File: src/rtl/pc_stack_n.sv
// Program counter with a circular return-address stack and serial nibble emission.
// All state commits once per machine cycle, on the sub-cycle 7 edge, unless halted.
module pc_stack_n #(
  parameter  int ADDR_NIBBLES = 3,
  parameter  int DEPTH        = 3,
  localparam int AW           = 4 * ADDR_NIBBLES,
  localparam int LW           = $clog2(DEPTH + 1),
  localparam int PW           = (DEPTH > 1) ? $clog2(DEPTH) : 1
) (
  input  logic          clock,
  input  logic          reset,
  input  logic          halt,
  input  logic [2:0]    cycle,
  input  logic [1:0]    control,
  input  logic          load,
  input  logic [AW-1:0] target,
  output logic [AW-1:0] pc,
  output logic          pc_enable,
  output logic [3:0]    pc_word,
  output logic [LW-1:0] level,
  output logic          overflow,
  output logic          underflow
);

  function automatic logic [PW-1:0] ptr_inc(input logic [PW-1:0] p);
    if (p == PW'(DEPTH - 1)) ptr_inc = PW'(0);
    else                     ptr_inc = p + PW'(1);
  endfunction

  function automatic logic [PW-1:0] ptr_dec(input logic [PW-1:0] p);
    if (p == PW'(0)) ptr_dec = PW'(DEPTH - 1);
    else             ptr_dec = p - PW'(1);
  endfunction

  logic [AW-1:0] r_pc;
  logic [AW-1:0] r_stack [DEPTH];
  logic [PW-1:0] r_wp;
  logic [LW-1:0] r_level;
  logic          r_ovf;
  logic          r_unf;

  logic          w_commit;
  logic [PW-1:0] w_top;
  logic [AW-1:0] w_pc_inc;
  logic [AW-1:0] w_pc_nxt;
  logic [PW-1:0] w_wp_nxt;
  logic [LW-1:0] w_level_nxt;
  logic          w_ovf_nxt;
  logic          w_unf_nxt;
  logic          w_push;
  logic          w_en;
  logic [3:0]    w_word;

  assign w_commit = (cycle == 3'd7) && !halt;
  assign w_top    = ptr_dec(r_wp);
  assign w_pc_inc = r_pc + AW'(1);

  // Next-state decode for pc, stack pointer, level and sticky flags
  always_comb begin
    w_pc_nxt    = r_pc;
    w_wp_nxt    = r_wp;
    w_level_nxt = r_level;
    w_ovf_nxt   = r_ovf;
    w_unf_nxt   = r_unf;
    w_push      = 1'b0;
    case (control)
      2'b00: begin
        if (load) w_pc_nxt = target;
        else      w_pc_nxt = r_pc;
      end
      2'b01: begin
        if (load) w_pc_nxt = target;
        else      w_pc_nxt = w_pc_inc;
      end
      2'b10: begin
        // A full stack overwrites its oldest slot, which is exactly where r_wp points.
        w_push   = 1'b1;
        w_pc_nxt = target;
        w_wp_nxt = ptr_inc(r_wp);
        if (r_level == LW'(DEPTH)) w_ovf_nxt   = 1'b1;
        else                       w_level_nxt = r_level + LW'(1);
      end
      2'b11: begin
        if (r_level == LW'(0)) begin
          w_unf_nxt = 1'b1;
          w_pc_nxt  = w_pc_inc;
        end else begin
          w_pc_nxt    = r_stack[w_top];
          w_wp_nxt    = w_top;
          w_level_nxt = r_level - LW'(1);
        end
      end
      default: begin
        w_pc_nxt = r_pc;
      end
    endcase
  end

  // Commit pc, pointer, level and flags at the end of each machine cycle
  always_ff @(posedge clock or posedge reset) begin
    if (reset) begin
      r_pc    <= AW'(0);
      r_wp    <= PW'(0);
      r_level <= LW'(0);
      r_ovf   <= 1'b0;
      r_unf   <= 1'b0;
    end else if (w_commit) begin
      r_pc    <= w_pc_nxt;
      r_wp    <= w_wp_nxt;
      r_level <= w_level_nxt;
      r_ovf   <= w_ovf_nxt;
      r_unf   <= w_unf_nxt;
    end
  end

  // Return-address storage, written only on a committed call
  always_ff @(posedge clock or posedge reset) begin
    if (reset) begin
      for (int i = 0; i < DEPTH; i++) r_stack[i] <= AW'(0);
    end else if (w_commit && w_push) begin
      r_stack[r_wp] <= w_pc_inc;
    end
  end

  // Serial nibble emission straight from the registered pc, low nibble first
  always_comb begin
    w_en   = 1'b0;
    w_word = 4'h0;
    for (int k = 0; k < ADDR_NIBBLES; k++) begin
      if (cycle == 3'(k)) begin
        w_en   = 1'b1;
        w_word = r_pc[4*k +: 4];
      end else begin
        w_en   = w_en;
        w_word = w_word;
      end
    end
  end

  assign pc        = r_pc;
  assign level     = r_level;
  assign overflow  = r_ovf;
  assign underflow = r_unf;
  assign pc_enable = w_en;
  assign pc_word   = w_word;

endmodule

File: config.mk
export PLATFORM = sky130hd
export DESIGN_NAME = pc_stack_n
export DESIGN_NICKNAME = d
export VERILOG_FILES = /design/src/rtl/pc_stack_n.sv
export SDC_FILE = /design/constraint.sdc
export NUM_CORES = 1
export LEC_CHECK = 0
export CAP_MARGIN = 20
export CORE_MARGIN = 3
export CORE_UTILIZATION = 53
export CTS_BUF_LIST = sky130_fd_sc_hd__clkbuf_16
export DETAILED_ROUTE_END_ITERATION = 12
export PLACE_DENSITY = 0.78
export SKIP_LAST_GASP = 1
export SLEW_MARGIN = 20
export SYNTH_ARGS = -nofsm -noshare
export SYNTH_HDL_FRONTEND = slang
export SYNTH_SLANG_ARGS = --single-unit
File: constraint.sdc
create_clock -name clock -period 2.8 [get_ports clock]
set_input_delay 0.42 -clock clock [delete_from_list [all_inputs] [get_ports clock]]
set_output_delay 0.42 -clock clock [all_outputs]
set_load 0.1 [all_outputs]
# Yosys cells after proc, flatten, opt, wreduce, memory -nomap -nowiden
# Cells that the tools add are included.
[totals]
register_bits = 54
in_bits = 21
out_inout_bits = 21
word_cells = 67
[classes]
n_addsub = 5
order_cmp = 3
n_eq_ne = 11
muxes = 24
n_bitwise = 2
reduce_logical = 14
[op_table]
columns = ["cell", "count"]
rows = [
  ["$mux W12", 6],
  ["$pmux W12 S4", 1],
  ["$bwmux W36", 1],
  ["$bmux W12 S2", 1],
  ["$demux W12 S2", 1],
  ["$add A12 B1 Y12 const B", 1],
  ["$mux W4", 3],
  ["$mux W2", 5],
  ["$reduce_and A3 Y1", 3],
  ["$eq A2 B2 Y1 const B", 4],
  ["$pmux W2 S2", 2],
  ["$ge A3 B3 Y1 const B", 2],
  ["$logic_not A2 Y1", 3],
  ["$ne A2 B2 Y1 const B", 3],
  ["$not A2 Y3", 2],
  ["$add A2 B1 Y2 const B", 2],
  ["$mux W1", 4],
  ["$reduce_and A4 Y1", 1],
  ["$sub A2 B1 Y2 const B", 2],
  ["$eq A3 B1 Y1 const B", 1],
  ["$eq A3 B2 Y1 const B", 1],
  ["$eq A3 B3 Y1 const B", 1],
  ["$logic_and A1 B1 Y1", 3],
  ["$logic_not A3 Y1", 1],
  ["5 further kinds", 5],
]

# Depth between registers and ports, before layout
# Gate-level depths: netlist of the first run.
[depth]
word_depth = 8
mapped_depth = 9
depth_no_buf = 7

# Worst setup path after synthesis of the first run
# OpenSTA, ideal clock, no wires.
[synth_path]
kind = "flip-flop to output port"
start = "register r_pc[0], in the netlist pc[0]"
end = "output pc_word[0]"
arrival_time_ps = 2758
t_required_ps = 2380
path_slack_ps = -378
stages_incl_launch_ff = 6
path_buffers = 1
cell_sequence = "dfrtp_1 -> buf_2 -> mux2i_1 -> nor2_1 -> a21oi_1 -> nor2_1"
[synth_between]
elab_chain_cells = 3
[synth_lines]
columns = ["element", "line_no", "rtl"]
rows = [
  ["from (decl)", "35", "logic [AW-1:0] r_pc;"],
  ["from (signal assigned)", "108", "r_pc <= w_pc_nxt;"],
  ["$mux W4 (3 in a row)", "130", "if (cycle == 3'(k)) begin"],
  ["to (decl)", "19", "output logic [3:0] pc_word,"],
]
# Every way passes these cells.

# Worst setup path after layout of the first run
[layout_path]
start = "register r_wp[0]"
end = "register r_pc[11], in the netlist pc[11]"
[layout_between]
elab_chain_cells = 8
elab_cells_between_ends = 9
cone_classes = "add/sub: 1; mux: 6; bitwise: 1; reduce/logical: 1"
[layout_lines]
columns = ["element", "line_no", "rtl"]
rows = [
  ["from (decl)", "37", "logic [PW-1:0] r_wp;"],
  ["from (signal assigned)", "109", "r_wp <= w_wp_nxt;"],
  ["$sub A2 B1 Y2 / $logic_not A2 Y1 (equally long branches)", "32, 31", ""],
  ["$mux W2 (*)", "31", "if (p == PW'(0)) ptr_dec = PW'(DEPTH - 1);"],
  ["$not A2 Y3 (implied by the code) (*)", "88", "w_pc_nxt = r_stack[w_top];"],
  ["$bmux W12 S2 (*)", "88", ""],
  ["$mux W12 (implied by the code) (*) (2 in a row)", "88", ""],
  ["$mux W12 (*)", "84", "if (r_level == LW'(0)) begin"],
  ["$pmux W12 S4 (*)", "66", "case (control)"],
]
# Mark *: on every way between the ends. The rest lies on a longest branch, timed or not. The select of a mux whose other input is x is not followed.
# A chain may end at the register's enable or synchronous reset.

==> run_results.csv, run 1 <==
group,metric,value,unit
setup_path,crit_path_end_kind,"flop",
placed_design,place.gp.congestion,0.917,
floorplan,die_height,82.1,µm
pwr,max-vdd-ir-drop,0.596,mV
floorplan,io_pins,42,
timing,final.min_clock_period,2.38,ns
placed_design,hpwl,6070,µm
synthesis,synth_area,0.00307,mm²
pwr,finalPower,3.12,mW
synthesis,avgSynthCellArea,8.99,µm²
timing,clock.fmax,421,MHz
synthesis,synthFlopType,"dfrtp_1",
setup_path,cp_max_fo,12,
setup_path,worst_ep_required_time,2.97,ns
final_layout,fin_nets,407,
synthesis,yosys_warnings,0,
synthesis,post-synth-top-area-fraction,44.1,%
final_layout,layoutNonFillerInstCount,452,
setup_path,startpoint,"r_wp[0]",
synthesis,synthTopCellsByArea,"dfrtp_1 (44%), o21ai_0 (8.2%), mux2i_1 (5.9%)",
floorplan,die_w,82.1,µm
timing,hold_viol,0,
status,outcome,"complete, no violations",
timing,maxSlewHeadroom,54.0,%
drt,drcViolationCount,0,
final_layout,drive_gt1_share,15.0,%
placed_design,io_buffers,41,
drt,antenna_left,0,
synthesis,synth_edf_count,0,
synthesis,yosysMostFrequentCell,"dfrtp_1",
cts,cts_buffer_depth,2,
floorplan,die-area,0.00673,mm²
final_layout,multi_input_area,0.00157,mm²
cts,htree_num_levels,2,
synthesis,ys_types,54,
synthesis,syn_nets,369,
drt,wl_per_cell,18.3,µm
grt,use_met2,42.0,%
grt,met1_usage,33.4,%
final_layout,layout.area.seq,0.00135,mm²
flow_run,cap_violations,0,
drt,dr.pass1.iters,7,
setup_path,arrival,2.55,ns
placed_design,place_area,0.00356,mm²
synthesis,yosysSeqAreaShare,44.1,%
synthesis,synth_top_area_cell,"dfrtp_1",
final_layout,postLayoutCellArea,0.00373,mm²
grt,use_met3,5.48,%
placed_design,placed_cells,444,
final_layout,antennaDiodeCount,0,
synthesis,syn_inst,341,
grt,antenna_found_initial,0,
cts,cts_tree,"yes",
synthesis,async_flop_share,100,%
setup_path,r2r-start,"r_wp[0]",
synthesis,synth_common_cells,"dfrtp_1 (54), o21ai_0 (50), nand2_1 (48)",
pwr,powerDensity,836,mW/mm²
cts,clk_pin_slew,0.07,ns
grt,grt_max_degree,24,
cts,cts_setup_buffers,0,
timing,skew,0.00476,ns
grt,grt_overflow,0,
setup_path,cp-start-kind,"flop",
timing,rsz0062_at_grt,"false",
cts,cts_hold_buf,0,
cts,clk_latency,0.29,ns
cts,ctsResizeCount,0,
grt,grt_first_pass_wirelength,13100,µm
timing,fin_crit_sh,84.9,%
timing,setup_viol,0,
cts,cts_num_sinks,54,
timing,hold_ws,0.458,ns
cts,root_buffer,"clkbuf_16",
final_layout,nFillCells,452,
timing,worstMarginPinSlew,0.682,ns
grt,grt_usage,25.7,%
drt,dr_total_vias,2793,
floorplan,rows,27,
drt,routed_wl,8280,µm
pwr,leakage,1.63,nW
grt,grt-busiest-layer,"met2",
final_layout,syn_to_final_growth,21.7,%
timing,slew_viol_final,0,
setup_path,crit_type,"flop to flop",
worst_hold_path,min-delay-path-class,"primary input to asynchronous set/reset pin",
drt,drt_iter0_drc,261,
cts,cts_made_buffers,5,
timing,tns,0,ns
drt,vias_per_cell,6.18,
floorplan,initial_core_util,55.4,%
synthesis,ys_seq_elements,54,
grt,grt_pass1_vias,2672,
floorplan,core_area,0.00554,mm²
-- final timing paths --
kind	endpoint	slack [ns]	depth (start not counted)
worst max-delay path	pc[11]	0.42	8
worst max register to register	pc[11]	0.42	8
worst min register to register	r_stack[10]	0.48	2
worst min-delay path	r_stack[4]	0.46	2
max in group asynchronous	underflow	1.73	3
min in group clock	r_stack[10]	0.48	2
-- per-layer routing --
metal  up-vias  wire length (µm)
li1       1293                 -
met2       151              3970
met1      1325              3400
met3        24               693
met4         0               213
met5         -                 0
-- power by group --
part | switching (mW) | internal [mW] | leakage [nW]
clock network | 0.303 | 0.429 | 0.0819
logic | 0.904 | 0.391 | 0.850
registers | 0.170 | 0.925 | 0.698
total | 1.38 | 1.74 | 1.63
-- placed cells by master (no fill, tap or decap), drive strengths merged, types with 4 or more instances in the layout --
| cell | n |
|---|---|
| nand3 | 10 |
| ha | 7 |
| clkbuf | 5 |
| a31oi | 4 |
| dfrtp | 54 |
| buf | 34 |
| xor2 | 5 |
| inv | 9 |
| mux2i | 18 |
| o21ai | 53 |
| a211oi | 5 |
| nand2 | 49 |
| nor2 | 27 |
| a21oi | 21 |
| o211ai | 4 |
| clkdlybuf4s50 | 20 |
| xnor2 | 5 |
-- flip-flops by register name, summed over array words and instances (netlist names) --
name / cells
r_stack: 36
pc: 12
r_wp: 2
overflow: 1
level: 2
underflow: 1
-- logic make-up after synthesis --
kind of cell / share of synthesized area, %
AOI/OAI and AO/OA: 22.8
and+or+nand+nor: 15.4
DFF: 44.1
buffers and inverters: 5.10
muxes: 6.98
xor gates and xnor gates: 2.86
adders and majority gates: 2.86
-- critical path: stages (launching register included) --
cell	delay, ns
dfrtp_1	0.40
inv_1	0.11
ha_1	0.73
buf_4	0.26
mux2i_1	0.23
o221ai_1	0.16
a21oi_1	0.18
a21o_1	0.11
a21oi_1	0.07
-- final cells by class --
class	instances	share of cell area, %
Multi-Input combinational cell	256	42.0
Clock inverter	3	1.31
Tap cell	72	2.41
Sequential cell	54	36.2
Inverter	8	0.805
Timing Repair Buffer	54	13.9
Clock buffer	5	3.35
-- stage by stage --
step	setup slack, ns	util (%)
floorplan	0.0749	-
global placement	0.437	64.2
detailed placement	0.389	64.2
CTS	0.441	67.4
global route	0.241	67.4
finish	0.422	67.4
Power figures use the tool's default switching activity.
==> run 2: changes to the inputs <==
- clock period: 2.8 -> 2.3 ns (I/O delays scaled with it)
==> run 2 against run 1 <==
  * Clock-buffer cell count unchanged
  * Worst setup slack worse by 0.27 ns
  * Combinational power up 21%
  * Critical path depth down 2
  * Core utilization up 1.2 points
  * Cell count up 1.3%
  * First-iteration DRC count down 16%
  * Die area unchanged
  * Sequential share of layout area down 0.46 points
  * Non-clock buffer count up 7
  * Highest routed layer unchanged
==> run_results.csv, run 2 (same netlist as run 1, synthesis figures left out) <==
group,metric,value,unit
setup_path,reg2reg_depth,8,
placed_design,place.gp.congestion,0.898,
setup_path,worst_ep_required_time,1.96,ns
cts,cts_buffer_depth,2,
drt,vias_per_cell,5.95,
placed_design,placed_cells,451,
pwr,max-vdd-ir-drop,0.615,mV
status,outcome,"complete, no violations",
grt,grt_first_pass_wirelength,12900,µm
placed_design,io_buffers,41,
final_layout,regMostFlops,"r_stack",
floorplan,initial_core_util,55.4,%
setup_path,r2r-start,"r_wp[0]",
placed_design,hpwl,5980,µm
timing,rsz0062_at_grt,"false",
worst_hold_path,min-delay-path-class,"primary input to asynchronous set/reset pin",
pwr,leakage,1.64,nW
timing,hold_ws,0.440,ns
drt,antenna_left,0,
cts,cts_made_buffers,5,
timing,fin_crit_sh,93.6,%
cts,root_buffer,"clkbuf_16",
pwr,p_sw,1.63,mW
setup_path,slowest_delay,0.54,ns
setup_path,reg2reg_to,"pc[8]",
setup_path,cp_cell_sequence,"clkdlybuf4s50_1 > buf_4 > nor2b_1 > a21oi_1 > nor2_4 > buf_12",
final_layout,layoutNonFillerInstCount,458,
grt,grt_usage,25.3,%
setup_path,crit_slowest_cell,"clkdlybuf4s50_1",
timing,maxSlewHeadroom,51.7,%
setup_path,crit_end,"pc_word[1]",
final_layout,final_common_cell,"o21ai_0",
floorplan,io_pins,42,
drt,dr_total_vias,2725,
grt,grt_max_degree,55,
cts,cts_tree,"yes",
timing,final.min_clock_period,2.15,ns
drt,routed_wl,7980,µm
timing,slew_viol_final,0,
final_layout,drive_gt1_share,18.4,%
grt,grt_overflow,0,
setup_path,crit_type,"primary input to output pin",
timing,skew,0.00353,ns
setup_path,cp-start-kind,"primary input",
cts,clk_latency,0.29,ns
timing,setup_viol,0,
cts,htree_num_levels,2,
drt,wl_per_cell,17.4,µm
flow_run,cap_violations,0,
setup_path,r2r_slack,0.19,ns
floorplan,die_w,82.1,µm
drt,drt_iter0_drc,220,
timing,clock.fmax,465,MHz
setup_path,crit_path_end_kind,"output pin",
cts,cts_num_sinks,54,
pwr,p_int,2.02,mW
cts,cts_hold_buf,0,
pwr,pwr-share-seq,37.0,%
drt,dr.pass1.iters,4,
pwr,powerDensity,962,mW/mm²
floorplan,rows,27,
pwr,clkPwrFrac,20.2,%
timing,worstMarginPinSlew,0.716,ns
pwr,pwr-share-comb,42.8,%
floorplan,die_height,82.1,µm
grt,antenna_found_initial,0,
timing,tns,0,ns
final_layout,syn_to_final_growth,23.8,%
timing,hold_viol,0,
setup_path,startpoint,"cycle[1]",
setup_path,arrival,1.81,ns
final_layout,final_cell_mix,"o21ai_0 (50), dfrtp_1 (49), nand2_1 (48), buf_4 (35), nor2_1 (22)",
floorplan,die-area,0.00673,mm²
cts,cts_setup_buffers,0,
final_layout,antennaDiodeCount,0,
final_layout,largest_reg_flops,36,
final_layout,fin_nets,414,
cts,clk_pin_slew,0.07,ns
pwr,p_sw_share,44.6,%
grt,grt_pass1_vias,2648,
setup_path,cp_max_fo,5,
floorplan,core_area,0.00554,mm²
drt,drcViolationCount,0,
run 2: cell types whose count changed in the layout (fill, tap and decap cells not counted), sizes merged:
cell / before / now
clkinvlp: 1 / 2
buf: 34 / 41
inv: 9 / 8
bufinv: 1 / 0
run 2: layout make-up:
cell class                      count  area, µm²
Fill cell                         423       1740
Multi-Input combinational cell    256       1600
Tap cell                           72       90.1
Sequential cell                    54       1360
Clock inverter                      2       15.0
Clock buffer                        5        125
Timing Repair Buffer               61        583
Inverter                            8       30.0
run 2: repair_timing:
| item | in CTS | in global routing |
|---|---|---|
| gates resized for setup | 0 | 2 |
| hold endpoints to repair | 0 | 0 |
| endpoints found under the setup margin | 0 | 5 |
run 2: worst min-delay path by stage:
stage,startpoint,to
after global routing,reset,r_stack[9]
after floorplan,r_stack[0],r_stack[0]
after CTS,reset,r_stack[11]
final,reset,r_stack[11]
after detailed placement,underflow,underflow
after global placement,underflow,underflow
run 2: critical path, delay by kind of cell:
kind                   cells  cell delay, ns
and+or+nand+nor            2            0.41
AOI/OAI and AO/OA          1            0.17
buffers and inverters      3            0.88
run 2: power by group through the flow:
| stage | registers [mW] | clock network (mW) | logic [mW] |
|---|---|---|---|
| after global routing | 1.38 | 0.789 | 1.67 |
| after CTS | 1.34 | 0.743 | 1.56 |
| after global placement | 1.35 | 0 | 1.53 |
| after floorplan | 1.75 | 0 | 0.727 |
| final | 1.35 | 0.737 | 1.56 |
| after detailed placement | 1.36 | 0 | 1.55 |
run 2: routing by layer:
metal / track usage [%] / wire length, µm / vias up
li1: - / - / 1307
met1: 35.2 / 3520 / 1317
met2: 40.4 / 3840 / 93
met3: 4.28 / 527 / 8
met4: 7.31 / 93 / 0
met5: 0 / 0 / -
run 2: per-stage QoR:
step | area [µm²] | setup slack (ns) | power (mW) | util, %
after floorplan | 3110 | 0.0109 | 2.47 | -
after CTS | 3790 | 0.0738 | 3.64 | 68.5
after global placement | 3650 | 0.124 | 2.88 | 65.9
after global routing | 3800 | 0.0361 | 3.84 | 68.5
after detailed placement | 3650 | 0.0789 | 2.91 | 65.9
final | 3800 | 0.147 | 3.65 | 68.5
==> run 3: changes to the inputs <==
- CORE_MARGIN: 3 -> not set
==> run 3 against run 2 <==
  * Power rose by 2.7%
  * Die area fell by 9.5%
  * Global-route usage rose by 2.7 points
  * Fmax rose by 1.6%
  * Register-to-register slack barely moved
  * Critical endpoint is now pc[6]
  * Largest cell class unchanged
  * Non-clock buffer count rose by 4
  * Via count rose by 1.4%
  * Worst hold slack got worse by 0.051 ns
  * Cell count rose by 1.1%
==> run_results.csv, run 3 (same netlist as run 1, synthesis figures left out) <==
group,metric,value,unit
drt,drcViolationCount,0,
drt,drt_iter0_drc,282,
final_layout,final_util,69.5,%
timing,clock.fmax,472,MHz
final_layout,fin_nets,418,
floorplan,die-area,0.00609,mm²
timing,maxSlewHeadroom,51.9,%
timing,fin_crit_sh,92.1,%
grt,met1_usage,39.4,%
pwr,max-vdd-ir-drop,0.618,mV
flow_run,cap_violations,0,
pwr,p_int,2.07,mW
placed_design,place.gp.congestion,0.938,
setup_path,crit_path_end_kind,"flop",
grt,use_met3,4.30,%
status,outcome,"complete, no violations",
final_layout,largest_reg_flops,36,
setup_path,cp-start-kind,"flop",
pwr,pwr-share-seq,35.8,%
timing,slew_viol_final,0,
cts,cts_made_buffers,5,
floorplan,rows,27,
cts,cts_num_sinks,54,
pwr,clkPwrFrac,21.1,%
timing,rsz0062_at_grt,"false",
grt,grt_pass1_vias,2656,
placed_design,hpwl,5970,µm
timing,worstMarginPinSlew,0.714,ns
drt,vias_per_cell,5.97,
grt,grt-busiest-layer,"met2",
timing,hold_viol,0,
cts,cts_tree,"yes",
setup_path,crit_type,"flop to flop",
final_layout,layoutNonFillerInstCount,463,
floorplan,core_area,0.00554,mm²
placed_design,io_buffers,41,
drt,dr.pass1.iters,5,
final_layout,final_common_cell,"o21ai_0",
final_layout,antennaDiodeCount,0,
floorplan,die_w,78.1,µm
pwr,leakage,1.68,nW
grt,use_met2,45.2,%
timing,final.min_clock_period,2.12,ns
timing,layout_setup_ws,0.182,ns
drt,dr_total_vias,2763,
cts,cts_buffer_depth,2,
cts,ctsResizeCount,0,
placed_design,placed_cells,455,
timing,setup_viol,0,
setup_path,cp_max_fo,9,
final_layout,final_cell_mix,"o21ai_0 (50), dfrtp_1 (49), nand2_1 (48), buf_4 (38), nor2_1 (22)",
cts,clk_latency,0.29,ns
final_layout,drive_gt1_share,18.9,%
final_layout,regMostFlops,"r_stack",
drt,routed_wl,8050,µm
grt,grt_usage,27.9,%
final_layout,nFillCells,441,
pwr,p_sw,1.68,mW
grt,grt_max_degree,34,
cts,cts_hold_buf,0,
timing,tns,0,ns
worst_hold_path,min-delay-path-class,"primary input to asynchronous set/reset pin",
final_layout,syn_to_final_growth,25.5,%
cts,cts_setup_buffers,0,
grt,antenna_found_initial,0,
grt,grt_overflow,0,
grt,grt_first_pass_wirelength,13300,µm
floorplan,io_pins,42,
cts,root_buffer,"clkbuf_16",
pwr,pwr-share-comb,43.2,%
pwr,powerDensity,974,mW/mm²
setup_path,worst_ep_required_time,2.48,ns
cts,htree_num_levels,2,
floorplan,die_height,78.1,µm
cts,clk_pin_slew,0.08,ns
floorplan,initial_core_util,55.4,%
timing,skew,0.00654,ns
pwr,p_sw_share,44.7,%
drt,antenna_left,0,
setup_path,arrival,2.30,ns
placed_design,pre_cts_ws,0.0904,ns
drt,wl_per_cell,17.4,µm
run 3: power by group through the flow:
stage	clock network, mW	logic, mW	registers [mW]
CTS	0.802	1.62	1.33
global route	0.842	1.73	1.36
floorplan	0	0.727	1.75
finish	0.789	1.62	1.34
detailed placement	0	1.61	1.35
global placement	0	1.59	1.34
run 3: path summary, 6_finish.rpt:
| kind | startpoint | endpoint | slack, ns | cells after the start |
|---|---|---|---|---|
| max reg2reg | r_wp[0] | pc[6] | 0.18 | 9 |
| min reg2reg | overflow | overflow | 0.48 | 1 |
| max in group asynchronous | reset | pc[6] | 1.35 | 3 |
| min in group clock | overflow | overflow | 0.48 | 1 |
| min | reset | r_stack[15] | 0.39 | 2 |
| max | r_wp[0] | pc[6] | 0.18 | 9 |
run 3: per-layer routing:
layer	vias up	share of wire, %
li1	1317	-
met3	13	6.0
met1	1323	45
met5	-	0
met4	0	1.3
met2	110	48
run 3: area by class of cell:
cell class	instances	area, µm²	area share [%]
Sequential cell	54	1360	35.3
Inverter	8	30.0	0.780
Tap cell	72	90.1	2.34
Clock buffer	5	125	3.25
Timing Repair Buffer	65	626	16.2
Clock inverter	3	28.8	0.747
Multi-Input combinational cell	256	1590	41.4
run 3: through the flow:
| step | hold WS (ns) | cell area [µm²] | power [mW] |
|---|---|---|---|
| floorplan | 0.449 | 3110 | 2.47 |
| global placement | 0.462 | 3700 | 2.93 |
| detailed placement | 0.461 | 3700 | 2.96 |
| CTS | 0.406 | 3850 | 3.75 |
| global route | 0.448 | 3850 | 3.93 |
| finish | 0.389 | 3850 | 3.75 |
run 3: worst max-delay path, stage by stage (launching register included):
cell,delay (ns)
dfrtp_1,0.40
inv_1,0.11
ha_1,0.43
buf_12,0.18
buf_4,0.14
mux2i_1,0.22
a2bb2oi_1,0.20
o211ai_1,0.12
a21oi_1,0.15
nor2_1,0.05
